## config.mk

```make
export PLATFORM = sky130hd
export DESIGN_NAME = sign_narrow_16to9
export DESIGN_NICKNAME = d
export VERILOG_FILES = /design/src/rtl/sign_ext_pkg.sv /design/src/rtl/narrow_range_check.sv /design/src/rtl/sign_narrow_16to9.sv
export SDC_FILE = /design/constraint.sdc
export NUM_CORES = 1
export LEC_CHECK = 0
export ABC_AREA = 1
export CORE_MARGIN = 3
export CORE_UTILIZATION = 40
export DETAILED_ROUTE_END_ITERATION = 12
export PLACE_DENSITY = 0.79
export SETUP_SLACK_MARGIN = 0.4
export SKIP_LAST_GASP = 1
export SYNTH_ARGS = -nofsm -noshare
export SYNTH_HDL_FRONTEND = slang
export SYNTH_SLANG_ARGS = --single-unit
```

## constraint.sdc

```tcl
create_clock -name clk -period 1.41 [get_ports clk]
set_input_delay 0.282 -clock clk [delete_from_list [all_inputs] [get_ports clk]]
set_output_delay 0.282 -clock clk [all_outputs]
set_load 0.02 [all_outputs]
```

## src/rtl/sign_ext_pkg.sv

```systemverilog
// Shared widths, saturation constants and the S1 payload type for the
// 16-to-9 bit signed narrowing path.
package sign_ext_pkg;

   localparam int unsigned IN_W  = 16;
   localparam int unsigned OUT_W = 9;
   localparam int unsigned CNT_W = 8;

   // Extremes of the 9-bit signed range
   localparam logic [OUT_W-1:0] SAT_MAX9 = 9'h0FF;
   localparam logic [OUT_W-1:0] SAT_MIN9 = 9'h100;

   typedef struct packed {
      logic [OUT_W-1:0] data;
      logic             ovf;
   } s1_payload_t;

endpackage

```

## src/rtl/narrow_range_check.sv

```systemverilog
// Combinational range check: decides whether a 16-bit value fits a 9-bit
// signed field and produces the narrowed (saturated or wrapped) result.
module narrow_range_check
   import sign_ext_pkg::*;
(
   input  logic [IN_W-1:0]  in_data,
   input  logic             sat_en,
   output logic [OUT_W-1:0] data,
   output logic             ovf
);

   logic [IN_W-OUT_W:0] hi_bits;
   logic                fits;

   // Value fits when every bit from the 9-bit sign position upward agrees
   assign hi_bits = in_data[IN_W-1:OUT_W-1];
   assign fits    = (&hi_bits) | ~(|hi_bits);

   // Select narrowed value and overflow flag
   always_comb begin
      data = in_data[OUT_W-1:0];
      ovf  = 1'b0;
      if (!fits) begin
         ovf = 1'b1;
         if (sat_en) begin
            data = in_data[IN_W-1] ? SAT_MIN9 : SAT_MAX9;
         end
      end
   end

endmodule

```

## src/rtl/sign_narrow_16to9.sv

```systemverilog
// Two-stage valid/ready narrowing pipeline with per-item overflow flag,
// sticky overflow flag and saturating overflow counter.
module sign_narrow_16to9
   import sign_ext_pkg::*;
(
   input  logic             clk,
   input  logic             rst_n,
   input  logic             in_valid,
   output logic             in_ready,
   input  logic [IN_W-1:0]  in_data,
   input  logic             sat_en,
   output logic             out_valid,
   input  logic             out_ready,
   output logic [OUT_W-1:0] out_data,
   output logic             out_ovf,
   input  logic             ovf_clr,
   output logic             ovf_sticky,
   output logic [CNT_W-1:0] ovf_count
);

   localparam logic [CNT_W-1:0] CntMax = {CNT_W{1'b1}};

   logic [OUT_W-1:0] chk_data;
   logic             chk_ovf;

   logic             s1_valid_q, s1_valid_d;
   s1_payload_t      s1_pay_q, s1_pay_d;
   logic             out_valid_q, out_valid_d;
   logic [OUT_W-1:0] out_data_q, out_data_d;
   logic             out_ovf_q, out_ovf_d;
   logic             sticky_q, sticky_d;
   logic [CNT_W-1:0] cnt_q, cnt_d;

   logic             s2_free;
   logic             s1_free;
   logic             ovf_evt;

   narrow_range_check u_check (
      .in_data (in_data),
      .sat_en  (sat_en),
      .data    (chk_data),
      .ovf     (chk_ovf)
   );

   // Flow control: a stage can take new data if empty or its content leaves this cycle
   always_comb begin
      s2_free  = !out_valid_q || out_ready;
      s1_free  = !s1_valid_q || s2_free;
      in_ready = s1_free;
      ovf_evt  = out_valid_q && out_ready && out_ovf_q;
   end

   // S1 next state: load a new item when S1 advances
   always_comb begin
      s1_valid_d = s1_valid_q;
      s1_pay_d   = s1_pay_q;
      if (s1_free) begin
         s1_valid_d = in_valid;
         if (in_valid) begin
            s1_pay_d.data = chk_data;
            s1_pay_d.ovf  = chk_ovf;
         end
      end
   end

   // S2 next state: take S1 content when the output register is free
   always_comb begin
      out_valid_d = out_valid_q;
      out_data_d  = out_data_q;
      out_ovf_d   = out_ovf_q;
      if (s2_free) begin
         out_valid_d = s1_valid_q;
         if (s1_valid_q) begin
            out_data_d = s1_pay_q.data;
            out_ovf_d  = s1_pay_q.ovf;
         end
      end
   end

   // Overflow statistics: clear takes effect first, then the transfer event
   always_comb begin
      sticky_d = ovf_clr ? 1'b0 : sticky_q;
      cnt_d    = ovf_clr ? '0 : cnt_q;
      if (ovf_evt) begin
         sticky_d = 1'b1;
         if (cnt_d != CntMax) begin
            cnt_d = cnt_d + CNT_W'(1);
         end
      end
   end

   // State registers
   always_ff @(posedge clk or negedge rst_n) begin
      if (!rst_n) begin
         s1_valid_q  <= 1'b0;
         s1_pay_q    <= '0;
         out_valid_q <= 1'b0;
         out_data_q  <= '0;
         out_ovf_q   <= 1'b0;
         sticky_q    <= 1'b0;
         cnt_q       <= '0;
      end else begin
         s1_valid_q  <= s1_valid_d;
         s1_pay_q    <= s1_pay_d;
         out_valid_q <= out_valid_d;
         out_data_q  <= out_data_d;
         out_ovf_q   <= out_ovf_d;
         sticky_q    <= sticky_d;
         cnt_q       <= cnt_d;
      end
   end

   assign out_valid  = out_valid_q;
   assign out_data   = out_data_q;
   assign out_ovf    = out_ovf_q;
   assign ovf_sticky = sticky_q;
   assign ovf_count  = cnt_q;

endmodule

```

==> flow_metrics.py, run 1 <==
metrics = {
    "outcome": {
        "status": "complete, no violations",
    },
    "min_path": {
        "hp-class": "input port to asynchronous set/reset pin",
    },
    "logic_synthesis": {
        "synth_ff_type": "dfrtp_1",
        "synth-seq-cells": 31,
        "synth.largest_area_cell": "dfrtp_1",
        "netlist_area_mm2": 0.001662,
        "synth_area_leaders": "dfrtp_1, nand2_1, mux2_1",
        "seq_area_frac_synth_pct": 46.69,
        "synth_warnings": 0,
        "syn_area_per_cell_um2": 8.066,
        "postSynthNetCount": 228,
        "async_flop_share_pct": 100.0,
        "synthCells": 206,
        "synth_top_area_share_pct": 46.69,
        "ys_types": 27,
        "synth_edf_count": 0,
        "synthTopCellsByCount": "nand2_1, dfrtp_1, inv_1, nand3_1, nor2_1",
        "yosysMostFrequentCell": "nand2_1",
    },
    "floorplan": {
        "chipWidth_um": 70.45,
        "core_mm2": 0.003826,
        "die_h_um": 70.45,
        "num_rows": 22,
        "start_util_pct": 43.43,
        "die-area_mm2": 0.004963,
        "top_level_ports": 43,
    },
    "placement": {
        "post-dp-hpwl_mm": 2.697,
        "gp_congestion": 0.8730,
        "port_buffers": 42,
    },
    "power_and_ir_drop": {
        "power_density_mw_per_mm2": 1107,
        "p_clk_share_pct": 21.0,
        "internal_power_mw": 2.113,
        "peakVddDrop_mv": 0.7725,
        "pwr-share-comb_pct": 39.4,
        "seqPwrFrac_pct": 39.5,
        "power.leakage_nw": 1.466,
        "p_sw_share_pct": 32.07,
        "p_sw_uw": 997.2,
    },
    "global_route": {
        "grt_pass1_vias": 1559,
        "grt.overflow.total": 0,
        "grt_use_met3_pct": 5.180,
        "grt_max_degree": 32,
        "grt_pass1_wl_mm": 6.975,
        "met1_usage_pct": 21.09,
        "grt_usage_pct": 17.94,
        "antenna_found_initial": 0,
        "grtUsageMet2_pct": 30.87,
        "gr-max-usage-layer": "met2",
    },
    "sta": {
        "skew_ns": 0.002563,
        "max-slew-margin-rel_pct": 81.61,
        "maxSlewViolCount": 0,
        "finalCritPeriodShare_pct": 91.74,
        "finalHoldViolations": 0,
        "tns_ns": 0,
        "worst_pin_slew_ns": 0.2747,
        "fmax_ghz": 0.7731,
        "rsz0062_at_grt": "yes",
        "fin_crit_ns": 1.293,
        "setup_violations": 0,
    },
    "worst_setup_path": {
        "cp_slowest_cell": "dfrtp_2",
        "arrival_ns": 1.01,
        "max_stage_delay_ns": 0.46,
        "worstSetupEndpointType": "primary output",
        "critPathKind": "register to primary output",
        "path_cells": "nand3_2, buf_6",
        "crit_required_ns": 1.13,
        "cp-start-kind": "register",
        "cp_max_fo": 4,
    },
    "cts": {
        "cts_hold_buffers": 0,
        "clkLatencyLatePin_ns": 0.28,
        "clk_path_buf_depth": 2,
        "tritoncts": "yes",
        "cts.clk_slew.worst_paths_ns": 0.06,
        "cts-root-buf": "clkbuf_8",
        "cts_max_level": 2,
        "cts_buffers": 5,
        "cts.sinks": 31,
    },
    "detailed_routing": {
        "wirelength_mm": 4.129,
        "ant_nets": 0,
        "drt_iter0_markers": 58,
        "firstDrtPassIters": 4,
        "via_count": 1633,
        "vias_per_cell": 4.817,
        "drc": 0,
        "wire_per_inst_um": 12.18,
    },
    "final_layout": {
        "drive_gt1_share_pct": 43.64,
        "n_antenna_cell": 0,
        "multi_input_area_um2": 987.2,
        "fillers": 264,
        "area_delta_synth_final_pct": 69.05,
        "final_core_util_pct": 73.41,
        "finalNetCount": 312,
        "regArea_um2": 785.8,
    },
    "flow_run": {
        "drv_cap": 0,
    },
}
-- through the flow --
stage / total power, mW / setup WS, ns / instance area (um2) / hold slack [ns] / std cells
floorplan: 1.620 / 0.2341 / 1700 / -0.01359 / 206
global placement: 2.060 / -0.3512 / 2328 / 0.4543 / 311
detailed placement: 2.076 / -0.3544 / 2328 / 0.4580 / 311
CTS: 2.989 / 0.1603 / 2643 / 0.3746 / 331
global route: 3.271 / 0.07395 / 2809 / 0.3776 / 339
finish: 3.110 / 0.1165 / 2809 / 0.3656 / 339
-- flip-flops by register name (all words and copies together) (netlist names) --
| register | flops |
|---|---|
| s1_pay_q | 10 |
| out_data | 9 |
| ovf_count | 8 |
| out_ovf | 1 |
| out_valid | 1 |
| ovf_sticky | 1 |
| s1_valid_q | 1 |
-- area by class of cell --
type | instances | share of cell area (%)
Multi-Input combinational cell | 148 | 35.14
Inverter | 24 | 3.653
Clock buffer | 8 | 2.851
Tap cell | 48 | 2.138
Timing Repair Buffer | 80 | 28.24
Sequential cell | 31 | 27.97
-- what timing repair did --
item	in CTS	in global routing
resized for setup	170	31
buffers inserted	10	8
pin swaps	13	13
cloned	2	0
setup endpoints to repair	52	51
endpoints found under the hold margin	0	0
-- layout by cell type, fill, tap and decap left out, types with 10 or more instances in the layout --
master           Yosys  final
nand2_2              4     18
nand2_1             77     56
clkdlybuf4s50_1      0     10
nand3_1             15     13
nor2_1              13     13
dfrtp_1             31     23
buf_6                1     29
buf_4                0     26
dlygate4sd2_1        0     11
inv_1               22     18
-- power groups by stage --
stage | logic (mW) | clock network (mW) | registers, mW
after floorplan | 0.283 | 0 | 1.34
after global placement | 0.866 | 0 | 1.19
after detailed placement | 0.881 | 0 | 1.19
after CTS | 1.10 | 0.669 | 1.22
after global routing | 1.31 | 0.704 | 1.25
final | 1.23 | 0.654 | 1.23
-- worst paths after layout --
kind,startpoint,end,slack (ns),depth (start not counted)
worst max register to register,out_valid,ovf_count[3],0.14,6
worst min register to register,s1_pay_q[5],s1_pay_q[5],0.49,2
worst min-delay path,rst_n,ovf_count[7],0.37,2
max in group asynchronous,rst_n,ovf_count[2],0.86,2
min in group clk,in_data[8],s1_pay_q[9],0.47,3
worst max-delay path,out_valid,in_ready,0.12,2
-- critical path, delay by kind of cell (launching register included) --
kind	cells	cell delay [ns]
buf+inv	1	0.15
flops	1	0.46
simple gates	1	0.13
-- per-layer routing --
metal / share of wire, % / wire length [um]
met5: 0 / 0
met4: 1.8 / 74
met3: 5.3 / 218
met2: 52 / 2130
met1: 41 / 1706
-- cell families after synthesis --
| family | after synthesis | synth area share (%) |
|---|---|---|
| AND/OR/NAND/NOR | 120 | 33.58 |
| flip-flops | 31 | 46.69 |
| buffers and inverters | 28 | 7.304 |
| AO/OA/AOI/OAI | 16 | 5.045 |
| multiplexers | 11 | 7.380 |
Power figures use the tool's default switching activity.
==> run 2, diff against run 1 <==
--- a/config.mk
+++ b/config.mk
@@ -9,6 +9,7 @@
 export CORE_MARGIN = 3
 export CORE_UTILIZATION = 40
 export DETAILED_ROUTE_END_ITERATION = 12
+export GPL_TIMING_DRIVEN = 0
 export PLACE_DENSITY = 0.79
 export SETUP_SLACK_MARGIN = 0.4
 export SKIP_LAST_GASP = 1
==> flow_metrics.py, run 2 (synthesized netlist as in run 1, its figures left out) <==
metrics = {
    "outcome": {
        "status": "complete, no violations",
    },
    "placement": {
        "port_buffers": 40,
        "gp_congestion": 0.8783,
        "postPlaceCellArea_mm2": 0.002161,
        "dpl_worst_slack_ns": -0.6324,
        "post-dp-hpwl_mm": 2.541,
    },
    "final_layout": {
        "area_delta_synth_final_pct": 61.67,
        "fillers": 301,
        "drive_gt1_share_pct": 43.82,
        "multi_input_area_um2": 958.4,
        "regMostFlops": "s1_pay_q",
        "largest_reg_flops": 10,
        "finalNetCount": 304,
        "final_cell_mix": "nand2_1, buf_6, dfrtp_1",
        "regArea_um2": 784.5,
        "final_common_cell": "nand2_1",
        "finalInstanceArea_mm2": 0.002686,
        "n_antenna_cell": 0,
    },
    "sta": {
        "layout_setup_ws_ns": 0.1165,
        "maxSlewViolCount": 0,
        "fmax_ghz": 0.7731,
        "fin_crit_ns": 1.294,
        "worst_pin_slew_ns": 0.7667,
        "skew_ns": 0.01045,
        "max-slew-margin-rel_pct": 48.89,
        "finalCritPeriodShare_pct": 91.74,
        "setup_violations": 0,
        "finalHoldViolations": 0,
        "rsz0062_at_grt": "yes",
    },
    "power_and_ir_drop": {
        "finalPower_mw": 3.088,
        "power.leakage_nw": 1.412,
        "power_density_mw_per_mm2": 1149,
        "peakVddDrop_mv": 0.7059,
    },
    "floorplan": {
        "die_h_um": 70.45,
        "top_level_ports": 43,
        "die-area_mm2": 0.004963,
        "core_mm2": 0.003826,
        "num_rows": 22,
        "start_util_pct": 43.43,
        "chipWidth_um": 70.45,
    },
    "worst_setup_path": {
        "critPathKind": "register to primary output",
        "crit_required_ns": 1.13,
        "cp_max_fo": 4,
        "cp-start-kind": "register",
        "worstSetupEndpointType": "primary output",
        "arrival_ns": 1.01,
    },
    "global_route": {
        "grt_usage_pct": 16.79,
        "antenna_found_initial": 0,
        "grt.overflow.total": 0,
        "grt_max_degree": 32,
        "grt_pass1_vias": 1516,
        "grt_pass1_wl_mm": 6.630,
    },
    "cts": {
        "cts_max_level": 2,
        "cts_buffers": 5,
        "cts.clk_slew.worst_paths_ns": 0.07,
        "cts-root-buf": "clkbuf_8",
        "tritoncts": "yes",
        "clk_path_buf_depth": 2,
        "cts.sinks": 31,
        "clkLatencyLatePin_ns": 0.28,
    },
    "detailed_routing": {
        "vias_per_cell": 4.906,
        "wire_per_inst_um": 13.01,
        "ant_nets": 0,
        "drc": 0,
        "firstDrtPassIters": 4,
        "wirelength_mm": 4.307,
        "drt_iter0_markers": 110,
        "via_count": 1624,
    },
    "min_path": {
        "hp-class": "input port to asynchronous set/reset pin",
    },
    "flow_run": {
        "drv_cap": 0,
    },
}
## run 2: changes by cell type in the layout (fill, tap and decap cells not counted), sizes merged
cell	before	now
o21ai	13	14
clkinv	1	2
clkdlybuf4s15	0	2
dlygate4sd2	11	8
clkdlybuf4s50	10	9
buf	59	51
## run 2: worst max-delay path, stage by stage (launching register included)
cell,delay (ns)
dfrtp_2,0.45
buf_4,0.15
buf_6,0.12
## run 2: power breakdown
group | switching, mW | total, mW | internal [mW] | leakage [nW]
Sequential | 0.156 | 1.23 | 1.07 | 0.382
Combinational | 0.518 | 1.19 | 0.670 | 0.988
Clock | 0.329 | 0.675 | 0.346 | 0.0422
## run 2: area by class of cell
type | count | share of cell area [%]
sequential | 31 | 29.20
tap | 48 | 2.236
clock inverter | 1 | 0.1863
inverter | 24 | 3.726
buffer | 4 | 1.584
clock buffer | 7 | 2.841
timing repair buffer | 67 | 24.55
multi-input combinational | 149 | 35.68
## run 2: final timing paths
| path | from | to | slack, ns | cells after the start |
|---|---|---|---|---|
| max in group asynchronous | rst_n | ovf_count[2] | 0.70 | 1 |
| worst min-delay path | rst_n | ovf_count[7] | 0.16 | 1 |
| worst min register to register | s1_pay_q[4] | s1_pay_q[4] | 0.49 | 2 |
| worst max-delay path | out_valid | out_valid | 0.12 | 2 |
| min in group clk | ovf_clr | ovf_sticky | 0.35 | 4 |
| worst max register to register | out_valid | ovf_count[3] | 0.12 | 6 |
## run 2: routing by layer
layer,share of wire [%],up-vias,track usage [%]
met5,0,-,0
met1,40,751,20.35
li1,-,804,-
met2,52,62,27.96
met3,6.4,7,4.892
met4,1.3,0,6.383
## run 2: repair_timing
item | in CTS | in global routing
endpoints found under the setup margin | 81 | 49
cloned | 3 | 1
setup buffers | 11 | 14
hold endpoints to repair | 0 | 0
hold buffers | 0 | 0
pin swaps | 16 | 17
resized for setup | 167 | 32
## run 2: metrics by stage
stage | hold slack, ns | TNS [ns] | util (%) | std cells
5_1_grt | 0.2135 | 0 | 70.21 | 331
2_1_floorplan | -0.01359 | 0 | - | 206
4_1_cts | 0.1877 | 0 | 64.81 | 316
3_5_place_dp | 0.4582 | -22.05 | 56.47 | 294
6_report | 0.1569 | 0 | 70.21 | 331
3_3_place_gp | 0.4551 | -21.12 | 56.47 | 294
